**src/rtl/alu_pipe_if.sv**
```systemverilog
// -----------------------------------------------------------------------------
// alu_pipe_if
// Handshake/operand bundle between a producer, the alu_pipe block and a
// consumer.
//   in_valid/in_ready   : request handshake (producer -> ALU)
//   opa/opb/opcode      : operands and operation, sampled at accept
//   out_valid/out_ready : result handshake (ALU -> consumer)
//   out, flag_z/c/v/n   : result and status flags
// Modports: master = producer/consumer side, slave = the ALU.
// -----------------------------------------------------------------------------
interface alu_pipe_if #(
    parameter int N = 8
);
    logic         in_valid;
    logic         in_ready;
    logic [N-1:0] opa;
    logic [N-1:0] opb;
    logic [2:0]   opcode;
    logic         out_valid;
    logic         out_ready;
    logic [N-1:0] out;
    logic         flag_z;
    logic         flag_c;
    logic         flag_v;
    logic         flag_n;

    modport master (
        output in_valid, opa, opb, opcode, out_ready,
        input  in_ready, out_valid, out, flag_z, flag_c, flag_v, flag_n
    );

    modport slave (
        input  in_valid, opa, opb, opcode, out_ready,
        output in_ready, out_valid, out, flag_z, flag_c, flag_v, flag_n
    );
endinterface

```
**src/rtl/alu_pipe.sv**
```systemverilog
// -----------------------------------------------------------------------------
// alu_pipe
// Registered N-bit ALU with valid/ready flow control. ADD/SUB/AND/OR/XOR/
// SHL/SHR complete at the accept edge; MUL runs an N-step shift-add loop.
// Ports:
//   clk   : rising-edge clock
//   rst_n : asynchronous active-low reset
//   bus   : alu_pipe_if.slave (operands, opcode, result, flags, handshakes)
// -----------------------------------------------------------------------------
module alu_pipe #(
    parameter int N = 8
) (
    input  logic       clk,
    input  logic       rst_n,
    alu_pipe_if.slave  bus
);
    localparam int SW = $clog2(N);

    localparam logic [2:0] OP_ADD = 3'd0;
    localparam logic [2:0] OP_SUB = 3'd1;
    localparam logic [2:0] OP_AND = 3'd2;
    localparam logic [2:0] OP_OR  = 3'd3;
    localparam logic [2:0] OP_XOR = 3'd4;
    localparam logic [2:0] OP_SHL = 3'd5;
    localparam logic [2:0] OP_SHR = 3'd6;
    localparam logic [2:0] OP_MUL = 3'd7;

    typedef enum logic [1:0] {
        IDLE = 2'd0,
        BUSY = 2'd1,
        DONE = 2'd2
    } state_t;

    state_t         r_state;
    state_t         w_state_nxt;

    logic [N-1:0]   r_out;
    logic           r_z, r_c, r_v, r_n;
    logic [2*N-1:0] r_mcand;     // multiplicand, pre-shifted by the iteration count
    logic [N-1:0]   r_mplier;    // multiplier, shifted right so bit 0 is the current bit
    logic [2*N-1:0] r_acc;
    logic [SW-1:0]  r_cnt;

    logic           w_in_ready;
    logic           w_accept;
    logic           w_is_mul;
    logic           w_last_iter;
    logic [2*N-1:0] w_acc_nxt;
    logic [N:0]     w_sum;
    logic [N:0]     w_diff;
    logic [N-1:0]   w_res;
    logic           w_c;
    logic           w_v;

    // In DONE the slot frees up in the same cycle the consumer takes the result.
    assign w_in_ready  = (r_state == IDLE) || ((r_state == DONE) && bus.out_ready);
    assign w_accept    = bus.in_valid && w_in_ready;
    assign w_is_mul    = (bus.opcode == OP_MUL);
    assign w_last_iter = (r_cnt == SW'(N-1));
    assign w_acc_nxt   = r_acc + (r_mplier[0] ? r_mcand : {(2*N){1'b0}});

    assign bus.in_ready  = w_in_ready;
    assign bus.out_valid = (r_state == DONE);
    assign bus.out       = r_out;
    assign bus.flag_z    = r_z;
    assign bus.flag_c    = r_c;
    assign bus.flag_v    = r_v;
    assign bus.flag_n    = r_n;

    // Single-cycle operation result and carry/overflow for the current opcode.
    always_comb begin
        w_sum  = {1'b0, bus.opa} + {1'b0, bus.opb};
        w_diff = {1'b0, bus.opa} - {1'b0, bus.opb};
        w_res  = {N{1'b0}};
        w_c    = 1'b0;
        w_v    = 1'b0;
        case (bus.opcode)
            OP_ADD: begin
                w_res = w_sum[N-1:0];
                w_c   = w_sum[N];
                w_v   = (bus.opa[N-1] == bus.opb[N-1]) && (w_sum[N-1] != bus.opa[N-1]);
            end
            OP_SUB: begin
                w_res = w_diff[N-1:0];
                w_c   = w_diff[N];   // borrow out of the top bit == (opa < opb)
                w_v   = (bus.opa[N-1] != bus.opb[N-1]) && (w_diff[N-1] != bus.opa[N-1]);
            end
            OP_AND:  w_res = bus.opa & bus.opb;
            OP_OR:   w_res = bus.opa | bus.opb;
            OP_XOR:  w_res = bus.opa ^ bus.opb;
            OP_SHL:  w_res = bus.opa << bus.opb[SW-1:0];
            OP_SHR:  w_res = bus.opa >> bus.opb[SW-1:0];
            default: w_res = {N{1'b0}};
        endcase
    end

    // FSM state register.
    always_ff @(posedge clk or negedge rst_n) begin
        if (!rst_n) begin
            r_state <= IDLE;
        end else begin
            r_state <= w_state_nxt;
        end
    end

    // FSM next-state logic; an accept in DONE behaves exactly like one in IDLE.
    always_comb begin
        w_state_nxt = r_state;
        case (r_state)
            IDLE: begin
                if (w_accept) begin
                    w_state_nxt = w_is_mul ? BUSY : DONE;
                end else begin
                    w_state_nxt = IDLE;
                end
            end
            BUSY: begin
                if (w_last_iter) begin
                    w_state_nxt = DONE;
                end else begin
                    w_state_nxt = BUSY;
                end
            end
            DONE: begin
                if (w_accept) begin
                    w_state_nxt = w_is_mul ? BUSY : DONE;
                end else if (bus.out_ready) begin
                    w_state_nxt = IDLE;
                end else begin
                    w_state_nxt = DONE;
                end
            end
            default: w_state_nxt = IDLE;
        endcase
    end

    // Result/flag registers and the shift-add multiplier datapath.
    always_ff @(posedge clk or negedge rst_n) begin
        if (!rst_n) begin
            r_out    <= {N{1'b0}};
            r_z      <= 1'b0;
            r_c      <= 1'b0;
            r_v      <= 1'b0;
            r_n      <= 1'b0;
            r_mcand  <= {(2*N){1'b0}};
            r_mplier <= {N{1'b0}};
            r_acc    <= {(2*N){1'b0}};
            r_cnt    <= {SW{1'b0}};
        end else if (w_accept) begin
            if (w_is_mul) begin
                r_mcand  <= {{N{1'b0}}, bus.opa};
                r_mplier <= bus.opb;
                r_acc    <= {(2*N){1'b0}};
                r_cnt    <= {SW{1'b0}};
            end else begin
                r_out <= w_res;
                r_z   <= (w_res == {N{1'b0}});
                r_c   <= w_c;
                r_v   <= w_v;
                r_n   <= w_res[N-1];
            end
        end else if (r_state == BUSY) begin
            r_acc    <= w_acc_nxt;
            r_mcand  <= r_mcand << 1;
            r_mplier <= r_mplier >> 1;
            r_cnt    <= r_cnt + 1'b1;
            // The final iteration writes the product straight into the result.
            if (w_last_iter) begin
                r_out <= w_acc_nxt[N-1:0];
                r_z   <= (w_acc_nxt[N-1:0] == {N{1'b0}});
                r_c   <= |w_acc_nxt[2*N-1:N];
                r_v   <= 1'b0;
                r_n   <= w_acc_nxt[N-1];
            end
        end
    end
endmodule

```
**src/flat_wrapper.sv**
```systemverilog
// flat-port wrapper written by rule: the top's interface ports become plain ports
module alu_pipe_flat 
#(
    parameter int N = 8
)
  (clk, rst_n, bus_in_valid, bus_opa, bus_opb, bus_opcode, bus_out_ready, bus_in_ready, bus_out_valid, bus_out, bus_flag_z, bus_flag_c, bus_flag_v, bus_flag_n);
  alu_pipe_if #(.N(N)) bus_i ();
  input  logic clk;
  input  logic rst_n;
  input wire logic [$bits(bus_i.in_valid)-1:0] bus_in_valid;
  input wire logic [$bits(bus_i.opa)-1:0] bus_opa;
  input wire logic [$bits(bus_i.opb)-1:0] bus_opb;
  input wire logic [$bits(bus_i.opcode)-1:0] bus_opcode;
  input wire logic [$bits(bus_i.out_ready)-1:0] bus_out_ready;
  output wire logic [$bits(bus_i.in_ready)-1:0] bus_in_ready;
  output wire logic [$bits(bus_i.out_valid)-1:0] bus_out_valid;
  output wire logic [$bits(bus_i.out)-1:0] bus_out;
  output wire logic [$bits(bus_i.flag_z)-1:0] bus_flag_z;
  output wire logic [$bits(bus_i.flag_c)-1:0] bus_flag_c;
  output wire logic [$bits(bus_i.flag_v)-1:0] bus_flag_v;
  output wire logic [$bits(bus_i.flag_n)-1:0] bus_flag_n;
  assign bus_i.in_valid = bus_in_valid;
  assign bus_i.opa = bus_opa;
  assign bus_i.opb = bus_opb;
  assign bus_i.opcode = bus_opcode;
  assign bus_i.out_ready = bus_out_ready;
  assign bus_in_ready = bus_i.in_ready;
  assign bus_out_valid = bus_i.out_valid;
  assign bus_out = bus_i.out;
  assign bus_flag_z = bus_i.flag_z;
  assign bus_flag_c = bus_i.flag_c;
  assign bus_flag_v = bus_i.flag_v;
  assign bus_flag_n = bus_i.flag_n;
  alu_pipe #(.N(N)) u_core (.clk(clk), .rst_n(rst_n), .bus(bus_i));
endmodule
```
**config.mk**
```make
export PLATFORM = sky130hd
export DESIGN_NAME = alu_pipe_flat
export DESIGN_NICKNAME = d
export VERILOG_FILES = /design/src/rtl/alu_pipe_if.sv /design/src/rtl/alu_pipe.sv /design/src/flat_wrapper.sv
export SDC_FILE = /design/constraint.sdc
export NUM_CORES = 1
export LEC_CHECK = 0
export BUFFER_PORTS_ARGS = -buffer_cell sky130_fd_sc_hd__buf_2
export CAP_MARGIN = 15
export CELL_PAD_IN_SITES_DETAIL_PLACEMENT = 0
export CELL_PAD_IN_SITES_GLOBAL_PLACEMENT = 1
export CORE_ASPECT_RATIO = 0.7
export CORE_MARGIN = 4
export CORE_UTILIZATION = 47
export CTS_CLUSTER_SIZE = 12
export DETAILED_ROUTE_END_ITERATION = 8
export PLACE_DENSITY = 0.94
export REMOVE_ABC_BUFFERS = 1
export SYNTH_ARGS = -nofsm -noshare
export SYNTH_HDL_FRONTEND = slang
export SYNTH_SLANG_ARGS = --single-unit
```
**constraint.sdc**
```tcl
create_clock -name clk -period 3.5 [get_ports clk]
set_input_delay 0.35 -clock clk [delete_from_list [all_inputs] [get_ports clk]]
set_output_delay 0.35 -clock clk [all_outputs]
set_load 0.01 [all_outputs]
```
==> results of run 1 <==
-- critical path, stage by stage (launching register included) --
cell                      delay [ns]
sky130_fd_sc_hd__dfrtp_1        0.57
sky130_fd_sc_hd__and2_1         0.24
sky130_fd_sc_hd__ha_1           0.21
sky130_fd_sc_hd__fa_1           0.45
sky130_fd_sc_hd__a21o_1         0.19
sky130_fd_sc_hd__a21oi_1        0.17
sky130_fd_sc_hd__xnor2_1        0.12
sky130_fd_sc_hd__or4_1          0.48
sky130_fd_sc_hd__nor4_1         0.22
sky130_fd_sc_hd__a32oi_1        0.14
sky130_fd_sc_hd__o21ai_1        0.12
-- layer usage --
layer	routed length (um)	vias up	GRT usage, %
met5	0	-	0
met4	79	0	2.797
met3	1329	11	6.052
met2	5262	201	31.42
met1	6456	2121	35.98
li1	-	2103	-
-- power breakdown --
group	internal [mW]	switching [mW]
logic	0.571	0.835
clock network	0.337	0.232
registers	0.852	0.166
total	1.76	1.23
-- sequential cells by signal, summed over array words and instances (netlist names) --
name / flops
u_core.r_cnt: 3
u_core.bus.flag_c: 1
u_core.bus.out: 8
u_core.bus.flag_v: 1
u_core.r_mplier: 8
u_core.r_acc: 16
u_core.bus.flag_z: 1
u_core.r_state: 2
u_core.r_mcand: 16
-- layout make-up --
cell class | instances | area (um^2) | share of cell area [%]
multi-input cells | 454 | 3151 | 60.25
flip-flops and latches | 56 | 1401 | 26.80
clock inverters | 3 | 42.54 | 0.8136
inverters | 27 | 101.3 | 1.938
well taps | 128 | 160.2 | 3.063
clock buffers | 5 | 125.1 | 2.393
repair buffers | 45 | 247.7 | 4.738
-- cells by family (layout without fill, tap and decap cells) --
family	after synthesis	count (layout)
compound gates	170	170
xor+xnor	16	16
fa+ha+maj	45	45
buf+inv	63	80
flops	56	56
mux	20	20
simple gates	203	203
-- worst paths after layout --
path,from,end,slack (ns),cells past startpoint
max in group asynchronous,rst_n,u_core.r_mplier[0]$_DFFE_PN0P_,2.54,2
min in group clk,bus_opb[6],u_core.r_mplier[6]$_DFFE_PN0P_,0.33,3
worst max register to register,u_core.r_mplier[0]$_DFFE_PN0P_,u_core.bus.flag_z$_DFFE_PN0P_,0.52,10
worst max-delay path,u_core.r_mplier[0]$_DFFE_PN0P_,u_core.bus.flag_z$_DFFE_PN0P_,0.52,10
worst min-delay path,rst_n,u_core.r_acc[9]$_DFFE_PN0P_,0.20,1
worst min register to register,u_core.r_mplier[7]$_DFFE_PN0P_,u_core.r_mplier[7]$_DFFE_PN0P_,0.48,2
-- cells in the mapped netlist, types with 14 or more instances --
cell	count
sky130_fd_sc_hd__a22o_1	19
sky130_fd_sc_hd__a31oi_1	18
sky130_fd_sc_hd__a21oi_1	28
sky130_fd_sc_hd__clkbuf_1	22
sky130_fd_sc_hd__nor2_1	58
sky130_fd_sc_hd__o21ai_0	34
sky130_fd_sc_hd__nand3_1	14
sky130_fd_sc_hd__ha_1	42
sky130_fd_sc_hd__dfrtp_1	56
sky130_fd_sc_hd__nand2_1	69
sky130_fd_sc_hd__inv_1	27
sky130_fd_sc_hd__nor3_1	14
sky130_fd_sc_hd__and2_1	17
-- through the flow --
| stage | instance area [um^2] | total power, mW |
|---|---|---|
| 3_3_place_gp | 5061 | 2.379 |
| 3_5_place_dp | 5061 | 2.406 |
| 2_1_floorplan | 4651 | 1.983 |
| 5_1_grt | 5229 | 3.222 |
| 6_report | 5229 | 2.992 |
| 4_1_cts | 5229 | 2.982 |
==> impl_results.rst, run 1 <==
.. list-table::
   :header-rows: 1

   * - Metric
     - Value
   * - Area grow syn2layout
     - 8.800%
   * - Number of distinct library cells after synthesis
     - between 60 and 70
   * - Final count of pins violating max slew
     - 0
   * - Most common cell after layout, fill and taps aside
     - sky130_fd_sc_hd__nand2_1
   * - Area leader, netlist
     - sky130_fd_sc_hd__dfrtp_1
   * - Xor/xnor cell area share of the yosys netlist
     - just over 3%
   * - Layout Nets
     - ~660
   * - Area fraction in and, or, nand and nor cells after synthesis
     - around a fifth
   * - Total setup buffers inserted after CTS
     - 0
   * - N_diodes
     - 0
   * - Highest clock frequency the design can meet
     - approximately 340 MHz
   * - Routability cong.
     - roughly 0.95
   * - Die boundary height
     - 92.61 um
   * - Highest-count cells in the layout ignoring fill and taps
     - sky130_fd_sc_hd__nand2_1, sky130_fd_sc_hd__nor2_1, sky130_fd_sc_hd__dfrtp_1
   * - Dominant combinational cell family by area after synthesis
     - compound AO/OA/AOI/OAI gates
   * - Setup repair after global routing missed its margin
     - no
   * - Number of fill cells in the layout
     - 917
   * - Fraction of the mapped netlist area in compound gates
     - roughly 24%
   * - Root cell of the clock tree
     - sky130_fd_sc_hd__clkbuf_16
   * - Count of flip-flops with a built-in enable after synthesis
     - 0
   * - Relative slew slack
     - ~36%
   * - Power Dens Cells
     - 572.3 mW/mm^2
   * - Global route overflow
     - 0
   * - Global-route wire length before repair
     - roughly 22000 um
   * - Starting density of the core
     - about half
   * - Number of antenna violations at the first check in global routing
     - 0
   * - Worst Setup End Kind
     - flop
   * - I/O Buffers
     - 36
   * - Top-level I/O count
     - 37
   * - Flip-flop and latch count after synthesis
     - 56
   * - Clock buffer depth
     - 2
   * - Post-route antenna net violation count
     - 0
   * - Crit Path Class
     - flop to flop
   * - Initial drt markers
     - 401
   * - Worst Max-Slew Pin Slew
     - approximately 0.95 ns
   * - Tightest hold margin
     - slightly above 0.2 ns
   * - Vias in the first global route
     - 4220
   * - Number of hold buffers added after cts
     - 0
   * - Wirelength, routed
     - 13130 um
   * - Router iterations before antenna repair
     - 5
   * - Post-synthesis share of cell area spent on full adders, half adders and majority gates
     - 12.18%
   * - Final cell count without fillers
     - approximately 700
   * - Final design utilization
     - 53.17%
   * - Worst-case vdd ir drop
     - ~0.36 mV
   * - Num CTS Buffers
     - 5
   * - Result of the run
     - completed
   * - Number of vias per cell after detailed routing
     - ~6
   * - Clk pin slew, worst setup/hold paths
     - roughly 0.070 ns
   * - Maximum number of pins on one net before global-route repair
     - 44
   * - Portion of netlist area occupied by mux cells
     - about 6.8%
   * - Area inside the core boundary
     - 0.009834 mm^2
   * - Std cell rows
     - 30
   * - Arr. time, crit path
     - between 3 and 4 ns
   * - Count of endpoints failing setup in the final report
     - 0
   * - Pre-CTS setup slack
     - roughly 0.56 ns
   * - Most area-consuming cells after synthesis
     - sky130_fd_sc_hd__dfrtp_1, sky130_fd_sc_hd__ha_1, sky130_fd_sc_hd__nand2_1
   * - FFs w/ async S/R, synth
     - 100.0%
   * - TritonCTS clock tree
     - done
   * - Sequential area share after synthesis
     - between 20% and 30%
   * - Sum Neg Setup Slack
     - 0 ns
   * - Post-route worst setup slack
     - between 0.5 and 0.6 ns
   * - Count of warnings emitted by yosys
     - 0
   * - Chip width
     - approximately 130 um
   * - Drt wl/cell
     - 18.28 um
   * - Critical-path maximum fanout
     - 17
   * - H-tree depth
     - 2
   * - Post-Synthesis Mean Instance Area
     - 8.387 um^2
   * - Maxcap violations
     - 0
   * - Fin crit period
     - between 2 and 3 ns
   * - Overall track demand over capacity in global routing
     - ~23%
   * - Insertion delay of the later-clocked pin in the worst-skew pair
     - approximately 0.3 ns
   * - Critical Path Start Type
     - flop
   * - Number of clock sinks
     - 56
   * - Final Hold Fails
     - 0
   * - Path class of the lowest-slack min-delay path
     - input pin to asynchronous set/reset pin
   * - DRC violations left
     - 0
   * - Die ar.
     - approximately 0.012 mm^2
   * - Commonest register cell after synthesis
     - sky130_fd_sc_hd__dfrtp_1
   * - Data required time at the worst endpoint
     - 3.72 ns
   * - Post-synthesis instance area
     - ~0.0048 mm^2
   * - Fraction of layout instances using a drive strength above 1
     - between 10% and 20%
   * - LEAKAGE
     - between 2 and 2.5 nW
   * - Total via count after detailed routing
     - 4436
   * - Cell count after synthesis
     - ~570
   * - Total placed cells including tap cells
     - 710
   * - Share of the synthesized area in the top cell type
     - between 20% and 30%
   * - Final worst path period share
     - 85.27%
   * - Post-detail-place hpwl
     - 9778 um
   * - Resized cells post-CTS
     - 0
   * - Clock tree skew after final layout
     - 0.006955 ns
Power figures use the tool's default switching activity.
==> inputs of run 2 (changes only) <==
==> constraint.sdc (replaced) <==
create_clock -name clk -period 3.5 [get_ports clk]
set_input_delay 0.175 -clock clk [delete_from_list [all_inputs] [get_ports clk]]
set_output_delay 0.175 -clock clk [all_outputs]
set_load 0.01 [all_outputs]
==> impl_results.rst, run 2 (synthesized netlist as in run 1, its figures left out) <==
.. list-table::
   :header-rows: 1

   * - Metric
     - Value
   * - Result of the run
     - completed (unchanged)
   * - Num CTS Buffers
     - 5 (unchanged)
   * - I/O Buffers
     - 36 (unchanged)
   * - Final cell area excluding filler cells
     - 0.005209 mm^2 (was 0.005229 mm^2)
   * - N_diodes
     - 0 (unchanged)
   * - Number of fill cells in the layout
     - 940 (was 917)
   * - Fraction of layout instances using a drive strength above 1
     - 12.41% (was 12.88%)
   * - Die boundary height
     - 92.61 um (unchanged)
   * - Clk pin slew, worst setup/hold paths
     - 0.07 ns (about the same)
   * - Sum Neg Setup Slack
     - 0 ns (unchanged)
   * - Crit Path Class
     - flop to flop (unchanged)
   * - Clock tree skew after final layout
     - 0.007138 ns (was 0.006955 ns)
   * - Resized cells post-CTS
     - 0 (unchanged)
   * - Std cell rows
     - 30 (unchanged)
   * - Final cell count without fillers
     - 716 (was 718)
   * - Critical Path Start Type
     - flop (unchanged)
   * - Initial drt markers
     - 614 (was 401)
   * - Count of endpoints failing setup in the final report
     - 0 (unchanged)
   * - Overall track demand over capacity in global routing
     - 22.34% (was 22.74%)
   * - Largest stage delay on the critical path
     - 0.55 ns (was 0.57 ns)
   * - Worst Setup End Kind
     - flop (unchanged)
   * - Starting density of the core
     - 48.87% (unchanged)
   * - Top-level I/O count
     - 37 (unchanged)
   * - Total placed cells including tap cells
     - 708 (was 710)
   * - Number of vias per cell after detailed routing
     - 6.300 (was 6.178)
   * - Area inside the core boundary
     - 0.009834 mm^2 (unchanged)
   * - DRC violations left
     - 0 (unchanged)
   * - Relative slew slack
     - 51.54% (was 36.49%)
   * - Critical-path maximum fanout
     - 17 (unchanged)
   * - Final count of pins violating max slew
     - 0 (unchanged)
   * - TritonCTS clock tree
     - done (unchanged)
   * - Global-route wire length before repair
     - 21550 um (was 21910 um)
   * - Final Hold Fails
     - 0 (unchanged)
   * - Chip width
     - 128.9 um (unchanged)
   * - Global route overflow
     - 0 (unchanged)
   * - Worst-case vdd ir drop
     - 0.2830 mV (was 0.3551 mV)
   * - H-tree depth
     - 2 (unchanged)
   * - Vias in the first global route
     - 4110 (was 4220)
   * - Die ar.
     - 0.01193 mm^2 (unchanged)
   * - Total via count after detailed routing
     - 4511 (was 4436)
   * - Maximum number of pins on one net before global-route repair
     - 34 (was 44)
   * - Cell Area, Placed
     - 0.005046 mm^2 (was 0.005061 mm^2)
   * - Drt wl/cell
     - 18.37 um (was 18.28 um)
   * - Leading registers by flop count
     - u_core.r_acc (16), u_core.r_mcand (16) (unchanged)
   * - Path class of the lowest-slack min-delay path
     - input pin to flop (was input pin to asynchronous set/reset pin)
   * - Routability cong.
     - 0.9228 (was 0.9536)
   * - Highest clock frequency the design can meet
     - 336.2 MHz (was 335.1 MHz)
   * - Worst Max-Slew Pin Slew
     - 0.7270 ns (was 0.9526 ns)
   * - Highest-count cells in the layout ignoring fill and taps
     - sky130_fd_sc_hd__nand2_1, sky130_fd_sc_hd__nor2_1, sky130_fd_sc_hd__dfrtp_1 (unchanged)
   * - Data required time at the worst endpoint
     - 3.67 ns (was 3.72 ns)
   * - Most common cell after layout, fill and taps aside
     - sky130_fd_sc_hd__nand2_1 (unchanged)
   * - Total setup buffers inserted after CTS
     - 0 (unchanged)
   * - Post-detail-place hpwl
     - 9754 um (was 9778 um)
   * - Setup slack of the worst register-to-register path
     - 0.53 ns (was 0.52 ns)
   * - Layout Nets
     - 656 (was 657)
   * - Number of buffer and inverter stages on the critical path
     - 0 (unchanged)
   * - Root cell of the clock tree
     - sky130_fd_sc_hd__clkbuf_16 (unchanged)
   * - Insertion delay of the later-clocked pin in the worst-skew pair
     - 0.30 ns (about the same)
   * - Fin crit period
     - 2.975 ns (was 2.985 ns)
   * - Area grow syn2layout
     - 8.383% (was 8.800%)
   * - Final worst path period share
     - 84.99% (was 85.27%)
   * - Wirelength, routed
     - 13150 um (was 13130 um)
   * - LEAKAGE
     - 2.376 nW (was 2.386 nW)
   * - Tightest hold margin
     - 0.1514 ns (was 0.2026 ns)
   * - Arr. time, crit path
     - 3.14 ns (was 3.21 ns)
   * - Number of antenna violations at the first check in global routing
     - 0 (unchanged)
   * - Clock buffer depth
     - 2 (unchanged)
   * - Series of cell instances along the critical path
     - and2_1 > ha_1 > fa_1 > a211oi_1 > o21ai_0 > a41o_1 > o31ai_1 > nand3_1 > nor3_1 > a31oi_1 (was and2_1 > ha_1 > fa_1 > a21o_1 > a21oi_1 > xnor2_1 > or4_1 > nor4_1 > a32oi_1 > o21ai_1)
   * - Power Dens Cells
     - 571.8 mW/mm^2 (was 572.3 mW/mm^2)
   * - Maxcap violations
     - 0 (unchanged)
   * - Cell with the largest stage delay on the worst path
     - sky130_fd_sc_hd__dfrtp_1 (unchanged)
   * - Post-route antenna net violation count
     - 0 (unchanged)
   * - Setup repair after global routing missed its margin
     - no (unchanged)
   * - Number of clock sinks
     - 56 (unchanged)
   * - Gate family responsible for the most delay along the worst path
     - compound AO/OA/AOI/OAI gates (was simple AND/OR/NAND/NOR gates)
   * - Router iterations before antenna repair
     - 5 (unchanged)
   * - Number of hold buffers added after cts
     - 1 (was 0)
[run 2: cell count changes in the layout (fill, tap and decap cells not counted)]
cell                            delta
sky130_fd_sc_hd__clkinvlp_4        -1
sky130_fd_sc_hd__buf_4             -2
sky130_fd_sc_hd__clkinv_2          -1
sky130_fd_sc_hd__dlygate4sd3_1     +1
sky130_fd_sc_hd__clkbuf_8          +2
sky130_fd_sc_hd__bufinv_16         -1
[run 2: final timing paths]
| kind | cells past startpoint | end | start |
|---|---|---|---|
| worst max-delay path | 10 | u_core.bus.flag_c$_DFFE_PN0P_ | u_core.r_mplier[0]$_DFFE_PN0P_ |
| worst min-delay path | 3 | u_core.r_mplier[6]$_DFFE_PN0P_ | bus_opb[6] |
| max in group asynchronous | 3 | u_core.r_mcand[0]$_DFFE_PN0P_ | rst_n |
| worst min register to register | 2 | u_core.bus.out[1]$_DFFE_PN0P_ | u_core.bus.out[1]$_DFFE_PN0P_ |
| worst max register to register | 10 | u_core.bus.flag_c$_DFFE_PN0P_ | u_core.r_mplier[0]$_DFFE_PN0P_ |
| min in group asynchronous | 2 | u_core.r_acc[7]$_DFFE_PN0P_ | rst_n |
[run 2: final cells by class]
| class | count | area, um^2 | area share [%] |
|---|---|---|---|
| Inverter | 27 | 101.3 | 1.946 |
| Clock buffer | 7 | 152.6 | 2.931 |
| Tap cell | 128 | 160.2 | 3.075 |
| Timing Repair Buffer | 44 | 242.7 | 4.660 |
| Sequential cell | 56 | 1401 | 26.90 |
| Multi-Input combinational cell | 454 | 3151 | 60.49 |
[run 2: layer usage]
layer  vias up  wire, um  GRT usage [%]
li1       2113         -              -
met1      2175      6424          35.81
met2       203      5437          30.52
met3        20      1128          4.841
met4         0       162          3.934
met5         -         0              0
[run 2: worst register-to-register path, cell delays in order, from the launching register on]
cell,delay (ns)
sky130_fd_sc_hd__dfrtp_1,0.55
sky130_fd_sc_hd__and2_1,0.23
sky130_fd_sc_hd__ha_1,0.22
sky130_fd_sc_hd__fa_1,0.43
sky130_fd_sc_hd__a211oi_1,0.27
sky130_fd_sc_hd__o21ai_0,0.18
sky130_fd_sc_hd__a41o_1,0.29
sky130_fd_sc_hd__o31ai_1,0.29
sky130_fd_sc_hd__nand3_1,0.14
sky130_fd_sc_hd__nor3_1,0.14
sky130_fd_sc_hd__a31oi_1,0.10
[run 2: through the flow]
step	setup slack [ns]	power (mW)	util (%)
6_report	0.5254	2.979	52.96
3_5_place_dp	0.5368	2.430	51.31
4_1_cts	0.5697	2.959	52.96
3_3_place_gp	0.5907	2.384	51.31
2_1_floorplan	0.9209	1.983	-
5_1_grt	0.2586	3.212	52.96
[run 2: power by group]
group | switching [mW] | internal, mW | total [mW] | leakage (nW)
Combinational | 0.857 | 0.573 | 1.43 | 1.59
Clock | 0.226 | 0.301 | 0.527 | 0.0760
Sequential | 0.169 | 0.853 | 1.02 | 0.710
==> inputs of run 3 (changes only) <==
==> constraint.sdc (replaced) <==
create_clock -name clk -period 2.8 [get_ports clk]
set_input_delay 0.14 -clock clk [delete_from_list [all_inputs] [get_ports clk]]
set_output_delay 0.14 -clock clk [all_outputs]
set_load 0.01 [all_outputs]
==> impl_results.rst, run 3 (synthesized netlist as in run 1, its figures left out) <==
.. list-table::
   :header-rows: 1

   * - Metric
     - Value
   * - Result of the run
     - completed (unchanged)
   * - Global-route wire length before repair
     - 22140 um (was 21550 um)
   * - Data required time at the worst endpoint
     - 3.03 ns (was 3.67 ns)
   * - Fraction of layout instances using a drive strength above 1
     - 20.91% (was 12.41%)
   * - Worst-case vdd ir drop
     - 0.3810 mV (was 0.2830 mV)
   * - Critical-path maximum fanout
     - 3 (was 17)
   * - Path class of the lowest-slack min-delay path
     - input pin to flop (unchanged)
   * - Chip width
     - 128.9 um (unchanged)
   * - Post-detail-place hpwl
     - 10390 um (was 9754 um)
   * - Routability cong.
     - 1.015 (was 0.9228)
   * - Tightest hold margin
     - 0.1185 ns (was 0.1514 ns)
   * - Final design utilization
     - 57.34% (was 52.96%)
   * - Clock tree skew after final layout
     - 0.009445 ns (was 0.007138 ns)
   * - Final worst path period share
     - 98.31% (was 84.99%)
   * - Std cell rows
     - 30 (unchanged)
   * - Maximum number of pins on one net before global-route repair
     - 34 (unchanged)
   * - DRC violations left
     - 0 (unchanged)
   * - Highest clock frequency the design can meet
     - 363.3 MHz (was 336.2 MHz)
   * - Initial drt markers
     - 535 (was 614)
   * - Layout Nets
     - 684 (was 656)
   * - Router iterations before antenna repair
     - 5 (unchanged)
   * - Endpoint of the most critical register-to-register path
     - u_core.bus.flag_z$_DFFE_PN0P_ (was u_core.bus.flag_c$_DFFE_PN0P_)
   * - Most common cell after layout, fill and taps aside
     - sky130_fd_sc_hd__nand2_1 (unchanged)
   * - TritonCTS clock tree
     - done (unchanged)
   * - Hold worst-path end
     - u_core.r_mplier[4]$_DFFE_PN0P_ (was u_core.r_mplier[6]$_DFFE_PN0P_)
   * - Top-level I/O count
     - 37 (unchanged)
   * - Global-route met2 utilization
     - 32.46% (was 30.52%)
   * - Highest-count cells in the layout ignoring fill and taps
     - sky130_fd_sc_hd__nand2_1, sky130_fd_sc_hd__nor2_1, sky130_fd_sc_hd__dfrtp_1 (unchanged)
   * - Final count of pins violating max slew
     - 0 (unchanged)
   * - Power Dens Cells
     - 780.7 mW/mm^2 (was 571.8 mW/mm^2)
   * - Final cell area excluding filler cells
     - 0.005639 mm^2 (was 0.005209 mm^2)
   * - Arr. time, crit path
     - 2.99 ns (was 3.14 ns)
   * - Crit Path Class
     - flop to flop (unchanged)
   * - Fin crit period
     - 2.753 ns (was 2.975 ns)
   * - Clk pin slew, worst setup/hold paths
     - 0.08 ns (was 0.07 ns)
   * - Root cell of the clock tree
     - sky130_fd_sc_hd__clkbuf_16 (unchanged)
   * - I/O Buffers
     - 36 (unchanged)
   * - GR Util met1
     - 36.65% (was 35.81%)
   * - Worst Setup End Kind
     - flop (unchanged)
   * - Setup slack of the worst register-to-register path
     - 0.05 ns (was 0.53 ns)
   * - GRT Max-Usage Layer
     - met1 (unchanged)
   * - Num CTS Buffers
     - 5 (unchanged)
   * - Cell Area, Placed
     - 0.005181 mm^2 (was 0.005046 mm^2)
   * - Wirelength, routed
     - 14130 um (was 13150 um)
   * - Hold Crit Depth
     - 3 (unchanged)
   * - Worst Max-Slew Pin Slew
     - 0.7587 ns (was 0.7270 ns)
   * - Number of antenna violations at the first check in global routing
     - 0 (unchanged)
   * - Maxcap violations
     - 0 (unchanged)
   * - Min-Delay Startpoint
     - bus_opb[4] (was bus_opb[6])
   * - N_diodes
     - 0 (unchanged)
   * - Post-route worst setup slack
     - 0.04740 ns (was 0.5254 ns)
   * - Number of vias per cell after detailed routing
     - 6.243 (was 6.300)
   * - Global route overflow
     - 0 (unchanged)
   * - Vias in the first global route
     - 4231 (was 4110)
   * - Number of clock sinks
     - 56 (unchanged)
   * - Reg-to-reg critical path startpoint
     - u_core.r_mplier[0]$_DFFE_PN0P_ (unchanged)
   * - Area grow syn2layout
     - 17.34% (was 8.383%)
   * - Insertion delay of the later-clocked pin in the worst-skew pair
     - 0.30 ns (about the same)
   * - Clock buffer depth
     - 2 (unchanged)
   * - Setup repair after global routing missed its margin
     - yes (was no)
   * - Leading registers by flop count
     - u_core.r_acc (16), u_core.r_mcand (16) (unchanged)
   * - Overall track demand over capacity in global routing
     - 23.01% (was 22.34%)
   * - Die boundary height
     - 92.61 um (unchanged)
   * - Relative slew slack
     - 49.42% (was 51.54%)
   * - Depth of the most critical reg-to-reg path
     - 10 (unchanged)
   * - Total via count after detailed routing
     - 4651 (was 4511)
   * - Post-route antenna net violation count
     - 0 (unchanged)
   * - LEAKAGE
     - 2.519 nW (was 2.376 nW)
   * - Final Hold Fails
     - 0 (unchanged)
   * - Count of endpoints failing setup in the final report
     - 0 (unchanged)
   * - Area inside the core boundary
     - 0.009834 mm^2 (unchanged)
   * - Critical Path Start Type
     - flop (unchanged)
   * - Die ar.
     - 0.01193 mm^2 (unchanged)
   * - H-tree depth
     - 2 (unchanged)
   * - GR Layer Usage met3
     - 4.496% (was 4.841%)
   * - Pre-CTS setup slack
     - -0.01530 ns (was 0.5368 ns)
   * - Drt wl/cell
     - 18.97 um (was 18.37 um)
   * - Starting density of the core
     - 48.87% (unchanged)
## run 3: cell types whose count changed in the layout (fill, tap and decap cells not counted), sizes merged
cell	delta
clkbuf	-2
inv	+1
buf	+28
clkinv	+1
clkinvlp	+1
## run 3: repair_timing
item | 4_1_cts | 5_1_grt
setup endpoints to repair | 2 | 4
hold buffers | 1 | 0
endpoints found under the hold margin | 30 | 0
buffers inserted | 0 | 10
pin swaps | 0 | 17
resized for setup | 3 | 38
## run 3: metrics by stage
step           cells   TNS, ns  total power [mW]
2_1_floorplan    537         0             2.478
3_3_place_gp     726         0             3.082
3_5_place_dp     726  -0.02339             3.130
4_1_cts          735         0             3.817
5_1_grt          745   -0.1363             4.698
6_report         745         0             4.403
## run 3: worst max path at each step
stage	from	to	slack (ns)	cells past startpoint
after floorplan	u_core.r_mplier[0]$_DFFE_PN0P_	u_core.bus.flag_c$_DFFE_PN0P_	0.22	10
after global placement	u_core.r_mplier[0]$_DFFE_PN0P_	u_core.bus.flag_c$_DFFE_PN0P_	0.03	10
after detailed placement	u_core.r_mplier[0]$_DFFE_PN0P_	u_core.bus.flag_z$_DFFE_PN0P_	-0.02	10
after CTS	u_core.r_mplier[0]$_DFFE_PN0P_	u_core.bus.flag_z$_DFFE_PN0P_	0.04	10
after global routing	u_core.r_mplier[0]$_DFFE_PN0P_	u_core.bus.flag_z$_DFFE_PN0P_	-0.1	10
final	u_core.r_mplier[0]$_DFFE_PN0P_	u_core.bus.flag_z$_DFFE_PN0P_	0.05	10
## run 3: worst max-delay path, cell delays in order, from the launching register on
cell                      delay, ns
sky130_fd_sc_hd__dfrtp_2       0.43
sky130_fd_sc_hd__and2_1        0.17
sky130_fd_sc_hd__ha_4          0.18
sky130_fd_sc_hd__fa_2          0.41
sky130_fd_sc_hd__a21o_1        0.19
sky130_fd_sc_hd__a21oi_2       0.20
sky130_fd_sc_hd__xnor2_2       0.12
sky130_fd_sc_hd__or4_4         0.50
sky130_fd_sc_hd__nor4_4        0.28
sky130_fd_sc_hd__a32oi_1       0.12
sky130_fd_sc_hd__o21ai_1       0.08
## run 3: layout make-up
cell class / count / area (um^2)
timing repair buffer: 72 / 473.0
clock inverter: 3 / 27.53
sequential: 56 / 1403
multi-input combinational: 454 / 3349
clock buffer: 5 / 125.1
fill: 890 / 4195
tap: 128 / 160.2
inverter: 27 / 101.3
## run 3: power by group
| group | leakage (nW) | switching [mW] | internal (mW) |
|---|---|---|---|
| clock | 0.0719 | 0.315 | 0.340 |
| sequential | 0.709 | 0.224 | 1.07 |
| combinational | 1.74 | 1.32 | 1.14 |
## run 3: per-layer routing
metal	share of wire [%]	up-vias
met5	0	-
met1	47	2234
met4	0.76	0
li1	-	2175
met2	42	227
met3	9.6	15
